### src/rtl/panda_data_mem_arbiter_if.sv
// Bus bundle between the two requesters, the arbiter and data memory.
// The slave modport is the arbiter view; master is the surrounding system.
interface panda_data_mem_arbiter_if;
    logic [1:0]       req_i;
    logic [1:0][31:0] addr_i;
    logic [1:0][3:0]  we_i;
    logic [1:0][31:0] wdata_i;
    logic [1:0]       gnt_o;
    logic [1:0]       rvalid_o;
    logic [31:0]      rdata_o;
    logic             data_req_o;
    logic [31:0]      data_addr_o;
    logic [3:0]       data_we_o;
    logic [31:0]      data_wdata_o;
    logic             data_gnt_i;
    logic             data_rvalid_i;
    logic [31:0]      data_rdata_i;

    modport slave (
        input  req_i, addr_i, we_i, wdata_i,
        input  data_gnt_i, data_rvalid_i, data_rdata_i,
        output gnt_o, rvalid_o, rdata_o,
        output data_req_o, data_addr_o, data_we_o, data_wdata_o
    );

    modport master (
        output req_i, addr_i, we_i, wdata_i,
        output data_gnt_i, data_rvalid_i, data_rdata_i,
        input  gnt_o, rvalid_o, rdata_o,
        input  data_req_o, data_addr_o, data_we_o, data_wdata_o
    );
endinterface

### src/rtl/panda_data_mem_arbiter.sv
// Round-robin arbiter sharing one data memory port between the LSU
// and a secondary master; at most one transaction outstanding.
module panda_data_mem_arbiter (
    input  logic                      clk_i,
    input  logic                      rst_ni,
    panda_data_mem_arbiter_if.slave   bus
);
    typedef enum logic {S_IDLE, S_WAIT} state_t;

    state_t      state;
    logic        prio;
    logic        owner;
    logic        locked;
    logic        lock_sel;
    logic [31:0] lock_addr;
    logic [3:0]  lock_we;
    logic [31:0] lock_wdata;

    logic        sel;
    logic        issue;
    logic [31:0] addr;
    logic [3:0]  we;
    logic [31:0] wdata;

    // A stalled request keeps its requester and fields until granted.
    always_comb begin
        if (locked)
            sel = lock_sel;
        else if (bus.req_i == 2'b01)
            sel = 1'b0;
        else if (bus.req_i == 2'b10)
            sel = 1'b1;
        else
            sel = prio;
    end

    assign issue = (state == S_IDLE) && (locked || (|bus.req_i));
    assign addr  = locked ? lock_addr  : bus.addr_i[sel];
    assign we    = locked ? lock_we    : bus.we_i[sel];
    assign wdata = locked ? lock_wdata : bus.wdata_i[sel];

    assign bus.data_req_o   = issue;
    assign bus.data_addr_o  = issue ? addr  : 32'h0;
    assign bus.data_we_o    = issue ? we    : 4'h0;
    assign bus.data_wdata_o = issue ? wdata : 32'h0;
    assign bus.rdata_o      = bus.data_rdata_i;

    always_comb begin
        bus.gnt_o = 2'b00;
        if (issue && bus.data_gnt_i)
            bus.gnt_o[sel] = 1'b1;
    end

    always_comb begin
        bus.rvalid_o = 2'b00;
        if ((state == S_WAIT) && bus.data_rvalid_i)
            bus.rvalid_o[owner] = 1'b1;
    end

    always_ff @(posedge clk_i or negedge rst_ni) begin
        if (!rst_ni) begin
            state      <= S_IDLE;
            prio       <= 1'b0;
            owner      <= 1'b0;
            locked     <= 1'b0;
            lock_sel   <= 1'b0;
            lock_addr  <= 32'h0;
            lock_we    <= 4'h0;
            lock_wdata <= 32'h0;
        end else begin
            unique case (state)
                S_IDLE: begin
                    if (issue) begin
                        if (bus.data_gnt_i) begin
                            owner  <= sel;
                            locked <= 1'b0;
                            state  <= S_WAIT;
                        end else if (!locked) begin
                            locked     <= 1'b1;
                            lock_sel   <= sel;
                            lock_addr  <= addr;
                            lock_we    <= we;
                            lock_wdata <= wdata;
                        end
                    end
                end
                S_WAIT: begin
                    if (bus.data_rvalid_i) begin
                        prio  <= ~owner;
                        state <= S_IDLE;
                    end
                end
                default: state <= S_IDLE;
            endcase
        end
    end
endmodule

### src/flat_wrapper.sv
// flat-port wrapper written by rule: the top's interface ports become plain ports
module panda_data_mem_arbiter_flat 
  (clk_i, rst_ni, bus_req_i, bus_addr_i, bus_we_i, bus_wdata_i, bus_data_gnt_i, bus_data_rvalid_i, bus_data_rdata_i, bus_gnt_o, bus_rvalid_o, bus_rdata_o, bus_data_req_o, bus_data_addr_o, bus_data_we_o, bus_data_wdata_o);
  panda_data_mem_arbiter_if bus_i ();
  input  logic clk_i;
  input  logic rst_ni;
  input wire logic [$bits(bus_i.req_i)-1:0] bus_req_i;
  input wire logic [$bits(bus_i.addr_i)-1:0] bus_addr_i;
  input wire logic [$bits(bus_i.we_i)-1:0] bus_we_i;
  input wire logic [$bits(bus_i.wdata_i)-1:0] bus_wdata_i;
  input wire logic [$bits(bus_i.data_gnt_i)-1:0] bus_data_gnt_i;
  input wire logic [$bits(bus_i.data_rvalid_i)-1:0] bus_data_rvalid_i;
  input wire logic [$bits(bus_i.data_rdata_i)-1:0] bus_data_rdata_i;
  output wire logic [$bits(bus_i.gnt_o)-1:0] bus_gnt_o;
  output wire logic [$bits(bus_i.rvalid_o)-1:0] bus_rvalid_o;
  output wire logic [$bits(bus_i.rdata_o)-1:0] bus_rdata_o;
  output wire logic [$bits(bus_i.data_req_o)-1:0] bus_data_req_o;
  output wire logic [$bits(bus_i.data_addr_o)-1:0] bus_data_addr_o;
  output wire logic [$bits(bus_i.data_we_o)-1:0] bus_data_we_o;
  output wire logic [$bits(bus_i.data_wdata_o)-1:0] bus_data_wdata_o;
  assign bus_i.req_i = bus_req_i;
  assign bus_i.addr_i = bus_addr_i;
  assign bus_i.we_i = bus_we_i;
  assign bus_i.wdata_i = bus_wdata_i;
  assign bus_i.data_gnt_i = bus_data_gnt_i;
  assign bus_i.data_rvalid_i = bus_data_rvalid_i;
  assign bus_i.data_rdata_i = bus_data_rdata_i;
  assign bus_gnt_o = bus_i.gnt_o;
  assign bus_rvalid_o = bus_i.rvalid_o;
  assign bus_rdata_o = bus_i.rdata_o;
  assign bus_data_req_o = bus_i.data_req_o;
  assign bus_data_addr_o = bus_i.data_addr_o;
  assign bus_data_we_o = bus_i.data_we_o;
  assign bus_data_wdata_o = bus_i.data_wdata_o;
  panda_data_mem_arbiter u_core (.clk_i(clk_i), .rst_ni(rst_ni), .bus(bus_i));
endmodule
### config.mk
export PLATFORM = sky130hd
export DESIGN_NAME = panda_data_mem_arbiter_flat
export DESIGN_NICKNAME = d
export VERILOG_FILES = /design/src/rtl/panda_data_mem_arbiter_if.sv /design/src/rtl/panda_data_mem_arbiter.sv /design/src/flat_wrapper.sv
export SDC_FILE = /design/constraint.sdc
export NUM_CORES = 1
export LEC_CHECK = 0
export CAP_MARGIN = 20
export CORE_MARGIN = 3
export CORE_UTILIZATION = 35
export DETAILED_ROUTE_END_ITERATION = 12
export MAX_ROUTING_LAYER = met4
export PLACE_DENSITY = 0.75
export SYNTH_ARGS = -nofsm -noshare
export SYNTH_HDL_FRONTEND = slang
export SYNTH_SLANG_ARGS = --single-unit
### constraint.sdc
create_clock -name clk_i -period 1.68 [get_ports clk_i]
set_input_delay 0.168 -clock clk_i [delete_from_list [all_inputs] [get_ports clk_i]]
set_output_delay 0.168 -clock clk_i [all_outputs]
set_load 0.1 [all_outputs]
# --- Word-level counts from Yosys, hierarchy flattened ---
# Cells that the tools add are included.
totals:
  regBits: 73
  latch_bits: 0
  mem_bits_rw: 0
  rom_bits: 0
  input_bits: 174
  output_inout_bits: 105
  elab_cells: 55
  n_memories: 0
op_classes:
  n_addsub: 0
  mul: 0
  div_mod_pow: 0
  n_lt_le_gt_ge: 4
  eq_ne: 2
  shifts: 0
  mux: 26
  bitwise: 4
  reduce_logical: 11
ops:
  columns: ["operator", "count"]
  rows:
  - ["$mux 32", 8]
  - ["$mux 4", 4]
  - ["$mux 1", 9]
  - ["$logic_and 1x1->1", 5]
  - ["$lt 1x2->1 const B", 2]
  - ["$mux 2", 2]
  - ["$not 1->1", 4]
  - ["$reduce_and 2->1", 2]
  - ["$reduce_and 4->1", 1]
  - ["$reduce_and 3->1", 1]
  - ["$demux 1 s1", 2]
  - ["$eq 2x1->1 const B", 1]
  - ["$eq 2x2->1 const B", 1]
  - ["$ge 1x1->1 const B", 2]
  - ["$pmux 1 s2", 1]
  - ["$reduce_or 2->1", 1]
  - ["$logic_or 1x1->1", 1]

# --- Depth between registers and ports, before layout ---
depth:
  depth_word: 9
  depth_mapped: 7
  mapped_depth_nobuf: 5

# --- Worst setup path before layout ---
# No wires, ideal clock.
synth_timing:
  kind: "register to output"
  start: "register u_core.locked"
  end: "output bus_data_addr_o[22]"
  arrival_ps: 2804
  required_ps: 1512
  path_slack_ps: -1292
  stages_incl_launch_ff: 7
  n_path_buf: 2
  path_cell_list: "dfrtp_1 buf_2 nor3_1 or2_2 inv_2 clkbuf_1 o21a_1"
synth_via:
  elab_cells_between_ends: 7
  cone_classes: "5 x mux; 2 x reduce/logical"
synth_rtl:
  columns: ["item", "line_no", "source"]
  rows:
  - ["start, declared", "panda_data_mem_arbiter.sv:13", "logic locked;"]
  - ["start signal, assigned", "panda_data_mem_arbiter.sv:65", "locked <= 1'b0;"]
  - ["start signal, assigned", "panda_data_mem_arbiter.sv:76", "locked <= 1'b0;"]
  - ["start signal, assigned", "panda_data_mem_arbiter.sv:79", "locked <= 1'b1;"]
  - ["$logic_or 1x1->1", "panda_data_mem_arbiter.sv:37", "assign issue = (state == S_IDLE) && (locked || (|bus.req_i));"]
  - ["$logic_and 1x1->1", "panda_data_mem_arbiter.sv:37", null]
  - ["named net bus_data_req_o", "flat_wrapper.sv:17", "output wire logic [$bits(bus_i.data_req_o)-1:0] bus_data_req_o;"]
  - ["$mux 32", "panda_data_mem_arbiter.sv:43", "assign bus.data_addr_o = issue ? addr : 32'h0;"]
  - ["end, declared", "flat_wrapper.sv:18", "output wire logic [$bits(bus_i.data_addr_o)-1:0] bus_data_addr_o;"]
# The timed path passes the listed nets, and every way through them passes these cells. The select of a mux whose other input is x is not followed.

# --- Worst setup path after layout ---
layout_timing:
  start: "register u_core.prio"
  end: "output bus_data_wdata_o[0]"
layout_via:
  elab_chain_cells: 7
layout_lines:
  columns: ["item", "line_no", "source"]
  rows:
  - ["start, declared", "panda_data_mem_arbiter.sv:11", "logic prio;"]
  - ["start signal, assigned", "panda_data_mem_arbiter.sv:89", "prio <= ~owner;"]
  - ["$mux 1", "panda_data_mem_arbiter.sv:31", "else if (bus.req_i == 2'b10)"]
  - ["$mux 1", "panda_data_mem_arbiter.sv:29", "else if (bus.req_i == 2'b01)"]
  - ["$mux 1", "panda_data_mem_arbiter.sv:27", "if (locked)"]
  - ["$mux 32 (implied by the code) (2 in series)", "panda_data_mem_arbiter.sv:40", "assign wdata = locked ? lock_wdata : bus.wdata_i[sel];"]
  - ["$mux 32", "panda_data_mem_arbiter.sv:40", null]
  - ["$mux 32", "panda_data_mem_arbiter.sv:45", "assign bus.data_wdata_o = issue ? wdata : 32'h0;"]
  - ["end, declared", "flat_wrapper.sv:20", "output wire logic [$bits(bus_i.data_wdata_o)-1:0] bus_data_wdata_o;"]
# No other way between the ends. The select of a mux whose other input is x is not followed.

==> flow_summary.yaml <==
run_status:
  outcome: "finished, violations left"
  violations: "setup timing"
timing:
  layout_setup_ws_ns: -0.5919
  finalMaxSlewViolations: 0
  slew_headroom_pct: 58.11
  post-route-period-util_pct: 135.2
  fmax_mhz: 440.2
  finalSetupViolCount: 141
  finalHoldViolCount: 0
  skew_ns: 0.005723
  hold_ws_ns: 0.3360
  worstMarginPinSlew_ns: 0.6283
  fin_crit_ns: 2.272
  fin_tns_setup_ns: -52.95
  grt_setup_unrepaired: "yes"
final_layout:
  stdcell_area_um2: 12610
  post-route-util_pct: 66.94
  seqCellArea_um2: 1832
  multi_input_area_um2: 5848
  drive_gt1_share_pct: 31.16
  n_fill_cell: 1430
  synthToLayoutAreaGrowth_pct: 86.47
  final_nets: 1427
yosys:
  synth_cells: 1054
  synth_top_area_cell: "dfrtp_1"
  ys_types: 27
  ys_seq_elements: 73
  avgSynthCellArea_um2: 6.414
  netlist_area_um2: 6760
  yosysSeqAreaShare_pct: 27.02
  yosys-top-cells-area: "dfrtp_1, nand2_1, a2111oi_0"
  synth_top_area_share_pct: 27.02
  syn-num-nets: 1228
  synth_warnings: 0
worst_setup_path:
  cp-end-kind: "primary output"
  start_kind: "flop"
  rrSetupSlack_ns: -0.34
  timing.rr.start: "u_core.prio"
  r2r-end: "u_core.lock_addr[13]"
  reg2regPathDepth: 9
  cp.required_ns: 1.51
  worst_ep_arrival_time_ns: 2.10
  cp_max_fo: 17
  worstSetupPathType: "flop to primary output"
die:
  initial_core_util_pct: 35.90
  row_count: 50
  die_area_um2: 21020
  fp.coreArea_um2: 18830
  die_h_um: 145.0
  io-pin-count: 279
  die_w_um: 145.0
global_routing:
  grt.overflow.total: 0
  grt_pass1_wl_um: 45970
  grt_pass1_vias: 8960
  grt_usage_pct: 27.14
  antenna_found_initial: 1
  grt_max_degree: 45
clock_tree:
  cts_max_level: 3
  clock_sinks: 73
  cts_buffer_depth: 2
  cts_tree: "yes"
  cts_made_buffers: 9
  insertion_delay_ns: 0.34
  root_buffer: "clkbuf_16"
  clk_pin_slew_ns: 0.06
placement:
  io_buffers: 214
  routabilityCongestion: 0.8781
  dpl_cell_area_um2: 11800
  hpwl_um: 19350
drt:
  post_drt_wl_per_cell_um: 18.65
  first_iter_violations: 707
  vias_per_cell: 5.698
  drtAntennaViolNets: 0
  drc: 0
  first_pass_iters: 6
  wl_um: 28330
  num_vias: 8656
pwr:
  p_per_area_nw_per_um2: 1716
  peakVddDrop_mv: 1.305
  leakage_uw: 0.004780
min_path:
  min-delay-start: "bus_data_rdata_i[10]"
  min_path_cells: 0
  min_path_type: "primary input to primary output"
  min_to: "bus_rdata_o[10]"
flow_run:
  drv_cap: 0
[worst max-delay path by stage]
| stage | start | endpoint | slack (ns) | depth (start not counted) |
|---|---|---|---|---|
| 6_report | u_core.prio | bus_data_wdata_o[0] | -0.59 | 7 |
| 4_1_cts | u_core.prio | bus_data_wdata_o[19] | -0.60 | 7 |
| 5_1_grt | u_core.prio | bus_data_wdata_o[0] | -0.68 | 7 |
| 2_1_floorplan | bus_req_i[0] | bus_data_addr_o[16] | -0.27 | 5 |
| 3_5_place_dp | u_core.prio | bus_data_addr_o[4] | -0.28 | 6 |
| 3_3_place_gp | u_core.prio | bus_data_we_o[3] | -0.28 | 6 |
[area by class of cell]
class                      instances  area share (%)
clock buffer                      13           1.985
multi-input combinational        841           46.39
clock inverter                     3          0.5161
timing repair buffer             326           33.86
sequential                        73           14.53
antenna                            1         0.01985
inverter                           2          0.1191
tap                              260           2.581
[kinds of logic after synthesis]
logic type / after synthesis / synth area share [%]
muxes: 1 / 0.1666
AOI/OAI and AO/OA: 280 / 28.85
buffers and inverters: 140 / 11.31
and+or+nand+nor: 560 / 32.65
DFF: 73 / 27.02
[power breakdown]
part | total (uW) | internal [uW] | switching (uW)
sequential | 3130 | 2620 | 510
clock | 2110 | 1340 | 771
combinational | 16400 | 6640 | 9750
total | 21600 | 10600 | 11000
[placed cells by master (no fill, tap or decap), drive strengths merged, types with 2 or more instances in the layout]
master and n:
a2111oi 68, a31oi 68, buf 185, bufinv 2
clkbuf 14, clkdlybuf4s50 138, dfrtp 73, inv 2
nand2 345, nor2 142, nor3 69, o21a 68
o21ai 70
[flip-flops by register name, indices dropped and copies added (netlist names)]
register	count
u_core.prio	1
u_core.state	1
u_core.lock_we	4
u_core.lock_wdata	32
u_core.lock_sel	1
u_core.lock_addr	32
u_core.owner	1
u_core.locked	1
[critical path, stage by stage, from the launching register on]
cell and delay (ns):
dfrtp_2 0.46, nand2_4 0.17, buf_12 0.18, buf_4 0.13, nand2_2 0.07, a2111oi_4 0.38, o21a_4 0.19, buf_12 0.16
[cell usage after synthesis]
cell       instances
o31ai_4            1
nand2_2            1
buf_4             36
o21a_1            68
a2111oi_0         68
and3_1             1
nand2_1          344
and2_1             1
clkbuf_1          52
nor2_1           142
a31oi_1           68
buf_6              8
a21boi_1           1
a21o_1             1
nor4_2             1
buf_1              7
mux2_1             1
o31a_1             1
inv_1              1
nor3_1            69
a21oi_1            1
inv_2              1
buf_2             35
o21ai_0           70
dfrtp_1           73
o21bai_4           1
or2_2              1
[per-stage QoR]
step,cells,setup WS [ns],total power [uW]
final,1519,-0.5919,21630
after global routing,1519,-0.6776,22670
after CTS,1516,-0.6004,21500
after detailed placement,1487,-0.2812,18850
after global placement,1487,-0.2840,18580
after floorplan,1054,-0.2721,14040
[timing repair]
item,CTS,global route
pin swaps,6,8
gates resized for setup,28,20
hold buffers,1,0
setup endpoints to repair,139,141
buffers inserted,9,1
cloned,3,1
endpoints found under the hold margin,29,0
[layer usage]
layer | share of wire, % | GRT usage, % | vias to the layer above | wire length, um
met2 | 48 | 44.08 | 453 | 13730
met4 | 2.1 | 9.929 | 0 | 599
li1 | - | - | 4015 | -
met3 | 8.6 | 5.278 | 49 | 2433
met5 | 0 | - | - | 0
met1 | 41 | 33.80 | 4139 | 11560
No activity file was read; power rests on OpenSTA's default activity.
